[src/rtl/button_debounce_pkg.sv]
// Shared types and board defaults for the push-button debouncer.
package button_debounce_pkg;

    // Debouncer FSM: released, confirming press, pressed, confirming release.
    typedef enum logic [1:0] {
        IDLE         = 2'd0,
        PRESS_WAIT   = 2'd1,
        PRESSED      = 2'd2,
        RELEASE_WAIT = 2'd3
    } state_t;

    // Defaults for the 25 MHz oscillator: 20 ms debounce, 1 s long press.
    localparam int DEFAULT_DEBOUNCE_CYCLES = 500_000;
    localparam int DEFAULT_LONG_CYCLES     = 25_000_000;

endpackage : button_debounce_pkg

[src/rtl/button_debounce_if.sv]
// Button pad plus debounced level/event outputs.
// master: the side driving the pad and consuming events; slave: the debouncer.
interface button_debounce_if;

    logic btn_n;            // raw pad, active low, asynchronous
    logic btn_level;        // debounced level, 1 = pressed
    logic press_pulse;      // one cycle per debounced press
    logic release_pulse;    // one cycle per debounced release
    logic long_press_pulse; // one cycle per press held long enough

    modport master (
        output btn_n,
        input  btn_level,
        input  press_pulse,
        input  release_pulse,
        input  long_press_pulse
    );

    modport slave (
        input  btn_n,
        output btn_level,
        output press_pulse,
        output release_pulse,
        output long_press_pulse
    );

endinterface : button_debounce_if

[src/rtl/button_debounce_sync_2ff.sv]
// Two-flop synchronizer for a single asynchronous pad input.
// RESET_VAL selects the idle level the flops return to on reset.
module sync_2ff #(
    parameter logic RESET_VAL = 1'b1
) (
    input  logic clk,
    input  logic rst_n,
    input  logic d_i,
    output logic q_o
);

    logic meta_q;
    logic sync_q;

    // Shift the pad through two flops to settle metastability.
    always_ff @(posedge clk or negedge rst_n) begin
        // NOTE: sequential state uses <= so both flops sample pre-edge values.
        if (!rst_n) begin
            meta_q <= RESET_VAL;
            sync_q <= RESET_VAL;
        end else begin
            meta_q <= d_i;
            sync_q <= meta_q;
        end
    end

    assign q_o = sync_q;

endmodule : sync_2ff

[src/rtl/button_debounce.sv]
// Push-button debouncer: synchronizes the active-low pad, debounces both
// edges and emits a registered level plus press/release/long-press pulses.
// Optional feature macro: BUTTON_DEBOUNCE_LONG_PRESS_EN builds the hold
// counter; without it long_press_pulse is tied to 0 and LONG_CYCLES is unused.
module button_debounce
    import button_debounce_pkg::*;
#(
    parameter int DEBOUNCE_CYCLES = DEFAULT_DEBOUNCE_CYCLES,
    parameter int LONG_CYCLES     = DEFAULT_LONG_CYCLES
) (
    input  logic               clk,
    input  logic               rst_n,
    button_debounce_if.slave   btn_if
);

    if (DEBOUNCE_CYCLES < 1 || LONG_CYCLES < 1) begin : g_bad_params
        $error("button_debounce: DEBOUNCE_CYCLES and LONG_CYCLES must be >= 1");
    end

    localparam int DEB_W = $clog2(DEBOUNCE_CYCLES + 1);
    localparam logic [DEB_W-1:0] DEB_LAST = DEB_W'(DEBOUNCE_CYCLES - 1);
    localparam logic [DEB_W-1:0] DEB_ONE  = DEB_W'(1);

    logic             sync_btn_n;
    state_t           state_q, state_d;
    logic [DEB_W-1:0] deb_cnt_q, deb_cnt_d;
    logic             level_q, level_d;
    logic             press_q, press_d;
    logic             release_q, release_d;

    sync_2ff #(
        .RESET_VAL (1'b1)
    ) u_sync (
        .clk   (clk),
        .rst_n (rst_n),
        .d_i   (btn_if.btn_n),
        .q_o   (sync_btn_n)
    );

    // Next-state, debounce counter and event decode.
    always_comb begin
        // NOTE: every always_comb output gets a default first so no path infers a latch.
        state_d   = state_q;
        deb_cnt_d = deb_cnt_q;
        press_d   = 1'b0;
        release_d = 1'b0;
        case (state_q)
            IDLE: begin
                if (!sync_btn_n) begin
                    state_d   = PRESS_WAIT;
                    deb_cnt_d = '0;
                end
            end
            PRESS_WAIT: begin
                if (sync_btn_n) begin
                    state_d = IDLE;
                end else if (deb_cnt_q == DEB_LAST) begin
                    state_d = PRESSED;
                    press_d = 1'b1;
                end else begin
                    deb_cnt_d = deb_cnt_q + DEB_ONE;
                end
            end
            PRESSED: begin
                if (sync_btn_n) begin
                    state_d   = RELEASE_WAIT;
                    deb_cnt_d = '0;
                end
            end
            RELEASE_WAIT: begin
                if (!sync_btn_n) begin
                    state_d = PRESSED;
                end else if (deb_cnt_q == DEB_LAST) begin
                    state_d   = IDLE;
                    release_d = 1'b1;
                end else begin
                    deb_cnt_d = deb_cnt_q + DEB_ONE;
                end
            end
            default: state_d = IDLE;
        endcase
        level_d = (state_d == PRESSED) || (state_d == RELEASE_WAIT);
    end

    // FSM, debounce counter and registered outputs.
    always_ff @(posedge clk or negedge rst_n) begin
        if (!rst_n) begin
            state_q   <= IDLE;
            deb_cnt_q <= '0;
            level_q   <= 1'b0;
            press_q   <= 1'b0;
            release_q <= 1'b0;
        end else begin
            state_q   <= state_d;
            deb_cnt_q <= deb_cnt_d;
            level_q   <= level_d;
            press_q   <= press_d;
            release_q <= release_d;
        end
    end

`ifdef BUTTON_DEBOUNCE_LONG_PRESS_EN
    localparam int HOLD_W = $clog2(LONG_CYCLES + 1);
    localparam logic [HOLD_W-1:0] HOLD_MAX = HOLD_W'(LONG_CYCLES);
    localparam logic [HOLD_W-1:0] HOLD_PRE = HOLD_W'(LONG_CYCLES - 1);
    localparam logic [HOLD_W-1:0] HOLD_ONE = HOLD_W'(1);

    logic [HOLD_W-1:0] hold_q, hold_d;
    logic              long_q, long_d;

    // Hold counter: cleared while released, counts while the press persists,
    // saturates at LONG_CYCLES so only one long pulse fires per press. The
    // release edge does not count, keeping long and release pulses apart.
    always_comb begin
        hold_d = hold_q;
        long_d = 1'b0;
        if (!level_q) begin
            hold_d = '0;
        end else if (level_d && (hold_q != HOLD_MAX)) begin
            hold_d = hold_q + HOLD_ONE;
            long_d = (hold_q == HOLD_PRE);
        end
    end

    // Hold counter and long-press pulse registers.
    always_ff @(posedge clk or negedge rst_n) begin
        if (!rst_n) begin
            hold_q <= '0;
            long_q <= 1'b0;
        end else begin
            hold_q <= hold_d;
            long_q <= long_d;
        end
    end

    assign btn_if.long_press_pulse = long_q;
`else
    assign btn_if.long_press_pulse = 1'b0;
`endif

    assign btn_if.btn_level     = level_q;
    assign btn_if.press_pulse   = press_q;
    assign btn_if.release_pulse = release_q;

endmodule : button_debounce
[src/flat_wrapper.sv]
// flat-port wrapper written by rule: the top's interface ports become plain ports
module button_debounce_flat import button_debounce_pkg::*;
#(
    parameter int DEBOUNCE_CYCLES = DEFAULT_DEBOUNCE_CYCLES,
    parameter int LONG_CYCLES     = DEFAULT_LONG_CYCLES
)
  (clk, rst_n, btn_if_btn_n, btn_if_btn_level, btn_if_press_pulse, btn_if_release_pulse, btn_if_long_press_pulse);
  button_debounce_if btn_if_i ();
  input  logic clk;
  input  logic rst_n;
  input wire logic [$bits(btn_if_i.btn_n)-1:0] btn_if_btn_n;
  output wire logic [$bits(btn_if_i.btn_level)-1:0] btn_if_btn_level;
  output wire logic [$bits(btn_if_i.press_pulse)-1:0] btn_if_press_pulse;
  output wire logic [$bits(btn_if_i.release_pulse)-1:0] btn_if_release_pulse;
  output wire logic [$bits(btn_if_i.long_press_pulse)-1:0] btn_if_long_press_pulse;
  assign btn_if_i.btn_n = btn_if_btn_n;
  assign btn_if_btn_level = btn_if_i.btn_level;
  assign btn_if_press_pulse = btn_if_i.press_pulse;
  assign btn_if_release_pulse = btn_if_i.release_pulse;
  assign btn_if_long_press_pulse = btn_if_i.long_press_pulse;
  button_debounce #(.DEBOUNCE_CYCLES(DEBOUNCE_CYCLES), .LONG_CYCLES(LONG_CYCLES)) u_core (.clk(clk), .rst_n(rst_n), .btn_if(btn_if_i));
endmodule
[config.mk]
export PLATFORM = sky130hd
export DESIGN_NAME = button_debounce_flat
export DESIGN_NICKNAME = d
export VERILOG_FILES = /design/src/rtl/button_debounce_pkg.sv /design/src/rtl/button_debounce_if.sv /design/src/rtl/button_debounce_sync_2ff.sv /design/src/rtl/button_debounce.sv /design/src/flat_wrapper.sv
export SDC_FILE = /design/constraint.sdc
export NUM_CORES = 1
export LEC_CHECK = 0
export BUFFER_PORTS_ARGS = -buffer_cell sky130_fd_sc_hd__buf_2
export CAP_MARGIN = 40
export CORE_ASPECT_RATIO = 0.75
export CORE_MARGIN = 5
export CORE_UTILIZATION = 62
export CTS_BUF_LIST = sky130_fd_sc_hd__clkbuf_8
export DETAILED_ROUTE_END_ITERATION = 10
export GPL_TIMING_DRIVEN = 0
export PLACE_DENSITY = 0.79
export SYNTH_ARGS = -nofsm -noshare
export SYNTH_HDL_FRONTEND = slang
export SYNTH_SLANG_ARGS = --single-unit
export TNS_END_PERCENT = 20
[constraint.sdc]
create_clock -name clk -period 2.7 [get_ports clk]
set_input_delay 0.135 -clock clk [delete_from_list [all_inputs] [get_ports clk]]
set_output_delay 0.135 -clock clk [all_outputs]
set_load 0.02 [all_outputs]
* After elaboration in Yosys (flattened, before gate mapping)
Index checks and enable logic that the tools add are counted.
** Storage, ports and cells
- Input port bits :: 3
- Register bits :: 26
- Output and inout bits :: 4
- Logic and storage cells :: 39
** Cells by class
- Add/sub/neg operators :: 1
- Reduce and logical (&&, ||, !) cells :: 3
- Equality and inequality tests :: 10
- Multiplexer cells :: 18
** Operators with widths (number)
- $mux W19 :: 5
- $pmux W19 S4 :: 1
- $add A19 B1 Y19 const B :: 1
- $eq A19 B19 Y1 const B :: 1
- $mux W2 :: 6
- $eq A2 B2 Y1 const B :: 4
- $ne A2 B2 Y1 const B :: 4
- $pmux W2 S4 :: 1
- $mux W1 :: 5
- $reduce_and A4 Y1 :: 1
- $eq A2 B1 Y1 const B :: 1
- $logic_not A2 Y1 :: 1
- $logic_or A1 B1 Y1 :: 1

* Longest topological paths before layout
- Word-level depth :: 6
- Depth in mapped cells :: 7
- Gate-level depth less buffers :: 6

* By module
Synthesis repeated with hierarchy kept, for this count alone.
** Unflattened totals
- Cell total of the unflattened synthesis :: 130
- Area total of the unflattened synthesis :: 1228.7 µm²
** Modules (own cells, without submodules)
- button_debounce :: area each 1176.1 µm², sequential area each 575.6 µm², instances 1, cells each 128
- sync_2ff :: area each 52.6 µm², sequential area each 52.6 µm², instances 1, cells each 2

* Least setup slack after synthesis
No wires, ideal clock.
- Path type :: register to register
- Start :: reg u_core.deb_cnt_q[7]
- End :: reg u_core.deb_cnt_q[12]
- Period minus slack after synthesis :: 1.987 ns
- Required time :: 2.590 ns
- Library setup time :: 0.110 ns
- Stages on the path, launching flop included :: 8
- Arrival :: 1.877 ns
- Slack :: 0.713 ns
- Buffers on the path :: 2
- Cells stage by stage :: dfrtp_1 > buf_6 > or4b_4 > or3_4 > o21ai_4 > buf_6 > o21ai_1 > o41ai_1
** Between the ends
- Longest elaborated chain between the ends :: 4
- Elaborated cells between the ends (all ways) :: 6
- Those cells by class :: add/sub: 1; eq/ne: 1; mux: 4
** Ends and longest elaborated chain
- start, declared :: RTL line button_debounce.sv:26 : logic [DEB_W-1:0] deb_cnt_q, deb_cnt_d;
- start signal, assigned :: RTL line button_debounce.sv:95 : deb_cnt_q <= deb_cnt_d;
- $add A19 B1 Y19 / $eq A19 B19 Y1 (equally long branches)
- $mux W19 (*) :: RTL line button_debounce.sv:57, button_debounce.sv:73
- $mux W19, on equally long branches :: RTL line button_debounce.sv:71, button_debounce.sv:55
- $pmux W19 S4 (*) :: RTL line button_debounce.sv:47 : case (state_q)
Mark *: on every way between the ends. The rest lies on a longest branch, timed or not. The select of a mux whose other input is x is not followed.
A chain may end at the register's enable or synchronous reset.

* Worst setup path after layout
Same ends and word-level chain as after synthesis.

==> run summary <==
Placed Cells: 180
Synth cell types: 38
Status: completed
Worst hold path class: flip-flop to flip-flop
Setup crit start kind: flip-flop
Pwr Total: 0.737 mW
Sw Share: 24.3%
I/O Pins: 7
Setup violations, final: 0
Internal: 0.558 mW
Cts repair resizes: 0
Initial core utilization: 66.2%
Comb power frac: 8.2%
Drt via density: 6.31
Setup_tns: 0 ps
Slew Limit Headroom: 50.5%
Mapped Nets: 155
Most common cell after layout, fill and taps aside: dfrtp_1
Crit-path most repeated cell: buf_6
Syn Inst Count: 151
Share of layout cells above drive strength 1: 13.0%
Total wire length: 2900 µm
Area after DPL: 1410 µm²
Clk_skew: 2.01 ps
Final Critical Period: 2180 ps
Netlist area before placement: 1360 µm²
Total GRT Usage: 19.7%
P_leak: 0.605 nW
Highest-count cells in the layout ignoring fill and taps: dfrtp_1 (24), nand2_1 (21), o21ai_0 (16)
Die Y: 50.5 µm
Final core occ: 72.6%
CP max-delay cell: or4b_4
Crit Path Category: flip-flop to flip-flop
CP peak stage delay: 520 ps
Worst slew pin tran: 737 ps
H-tree depth: 1
Drt first pass iters: 5
Port bufs: 5
Area of all sequential standard cells: 653 µm²
Final-report hold violation count: 0
CTS tree: built
Filler cells: 148
Gr ovfl total: 0
Seq/Total Area, Yosys: 48.1%
Multi-input logic area: 632 µm²
Detailed Place HPWL: 2000 µm
VDD IR-drop max: 0.496 mV
Pins Over Slew Limit: 0
Clk buf depth: 2
CP bufs+invs: 2
Clock root cell: clkbuf_8
Site Rows: 14
P_sw: 0.179 mW
Die width: 64.0 µm
Seq cells post-synth: 26
Non-Filler Instances: 186
Yosys warnings: 0
Area Overhead vs Synth: 9.59%
Post-DRT Antenna Nets: 0
Largest net degree at the start of global routing: 27
Critical Path End Type: flip-flop
Placer Congestion: 0.904
ANT cells: 0
First-pass GRT wire length: 5100 µm
Initial DRC count: 74
Initial antenna violation count: 0
Total number of vias: 1,174
Final instance area: 1490 µm²
WL/cell: 15.6 µm
Clock Power Share: 34.4%
Die area: 3240 µm²
Reg clk slew, reported paths: 90 ps
Drt drc: 0
Crit-path leading delay family: simple AND/OR/NAND/NOR gates
Worst-path cell chain: buf_6 -> or4b_4 -> or3_4 -> o21ai_4 -> buf_6 -> o21ai_1 -> o41ai_1
Unrepaired setup endpoints after global routing: false
Pre-CTS setup slack: 544 ps
Core area: 2050 µm²
Crit path required time: 2860 ps
Post-route setup slack: 515 ps
Clk_lat worst skew: 270 ps
TritonCTS buffer count: 3
Synth Area per Inst: 8.99 µm²
Clk sinks: 26
Reg power frac: 57.3%
Power Dens Cells: 495 nW/µm²
Max Freq: 0.458 GHz
Number of global-route vias before repair: 1,089
Final #Nets: 167
WP data arrival: 2340 ps
Worst hold slack: 369 ps
Fin crit share: 80.9%
Largest fanout on the critical path: 10
Max_cap viols: 0
cell families after synthesis:
logic type	share of synthesized area, %
adder cells (fa/ha/maj)	0.922
AND/OR/NAND/NOR	22.8
AO/OA/AOI/OAI	20.6
flip-flops	48.1
buffers and inverters	5.34
XOR/XNOR	1.29
multiplexers	0.737
other	0.276
worst paths after layout:
check | end | slack, ps | from | cells past startpoint
min in group asynchronous | u_core.deb_cnt_q[1] | 390 | rst_n | 2
worst max-delay path | u_core.deb_cnt_q[12] | 520 | u_core.deb_cnt_q[7] | 7
worst min-delay path | u_core.u_sync.q_o | 370 | u_core.u_sync.meta_q | 0
worst max register to register | u_core.deb_cnt_q[12] | 520 | u_core.deb_cnt_q[7] | 7
max in group asynchronous | u_core.u_sync.q_o | 1930 | rst_n | 2
worst min register to register | u_core.u_sync.q_o | 370 | u_core.u_sync.meta_q | 0
area by class of cell:
type                    count  area share, %
clock buffers               4           3.70
plain buffers               6           3.11
inverters                   7           1.77
multi-input cells         112           42.5
flip-flops and latches     26           43.9
well taps                  24           2.02
repair buffers              7           3.03
sequential cells by signal, indices dropped and copies added, names as in the netlist:
| signal | cells |
|---|---|
| u_core.btn_if.press_pulse | 1 |
| u_core.btn_if.release_pulse | 1 |
| u_core.deb_cnt_q | 19 |
| u_core.u_sync.q_o | 1 |
| u_core.state_q | 2 |
| u_core.u_sync.meta_q | 1 |
| u_core.btn_if.btn_level | 1 |
per-layer routing:
layer | track usage, % | up-vias | wire (µm)
met5 | 0 | - | 0
met4 | 5.19 | 0 | 16
met3 | 5.80 | 2 | 154
met2 | 30.9 | 33 | 1340
met1 | 26.8 | 569 | 1400
li1 | - | 570 | -
power by group through the flow:
stage	Sequential, mW	Clock (mW)	Combinational [mW]
3_3_place_gp	0.428	0	0.0560
4_1_cts	0.422	0.256	0.0609
3_5_place_dp	0.430	0	0.0584
5_1_grt	0.426	0.277	0.0703
6_report	0.422	0.254	0.0606
2_1_floorplan	0.426	0	0.0401
timing repair:
item,in CTS,in global routing
setup buffers,0,0
hold buffers,2,0
hold endpoints to repair,25,0
Yosys cell counts:
| cell type | number | area, µm² |
|---|---|---|
| dfrtp_1 | 24 | 601 |
| nand2_1 | 21 | 78.8 |
| o21ai_0 | 16 | 80.1 |
| nand3_1 | 11 | 55.1 |
| a21oi_1 | 10 | 50.1 |
| nor2_1 | 8 | 30.0 |
| nor3_1 | 7 | 35.0 |
| inv_1 | 6 | 22.5 |
| o31ai_1 | 6 | 45.0 |
| nand4_1 | 3 | 18.8 |
| nor4_1 | 3 | 18.8 |
| o21ai_1 | 3 | 15.0 |
| a31oi_1 | 2 | 12.5 |
| and3_1 | 2 | 12.5 |
| buf_4 | 2 | 15.0 |
| buf_6 | 2 | 22.5 |
| dfstp_2 | 2 | 52.6 |
| o41ai_1 | 2 | 17.5 |
| or3_1 | 2 | 12.5 |
| a21boi_0 | 1 | 7.51 |
| a31o_1 | 1 | 8.76 |
| buf_2 | 1 | 5.00 |
| clkbuf_1 | 1 | 3.75 |
| conb_1 | 1 | 3.75 |
| ha_1 | 1 | 12.5 |
| inv_2 | 1 | 3.75 |
| mux2i_1 | 1 | 10.0 |
| nand2b_1 | 1 | 6.26 |
| nor3b_1 | 1 | 7.51 |
| nor4b_1 | 1 | 8.76 |
| o21ai_2 | 1 | 8.76 |
| o21ai_4 | 1 | 16.3 |
| o311ai_1 | 1 | 8.76 |
| o31a_1 | 1 | 8.76 |
| or3_4 | 1 | 11.3 |
| or4b_4 | 1 | 13.8 |
| xnor2_1 | 1 | 8.76 |
| xor2_1 | 1 | 8.76 |
Power figures use the tool's default switching activity.
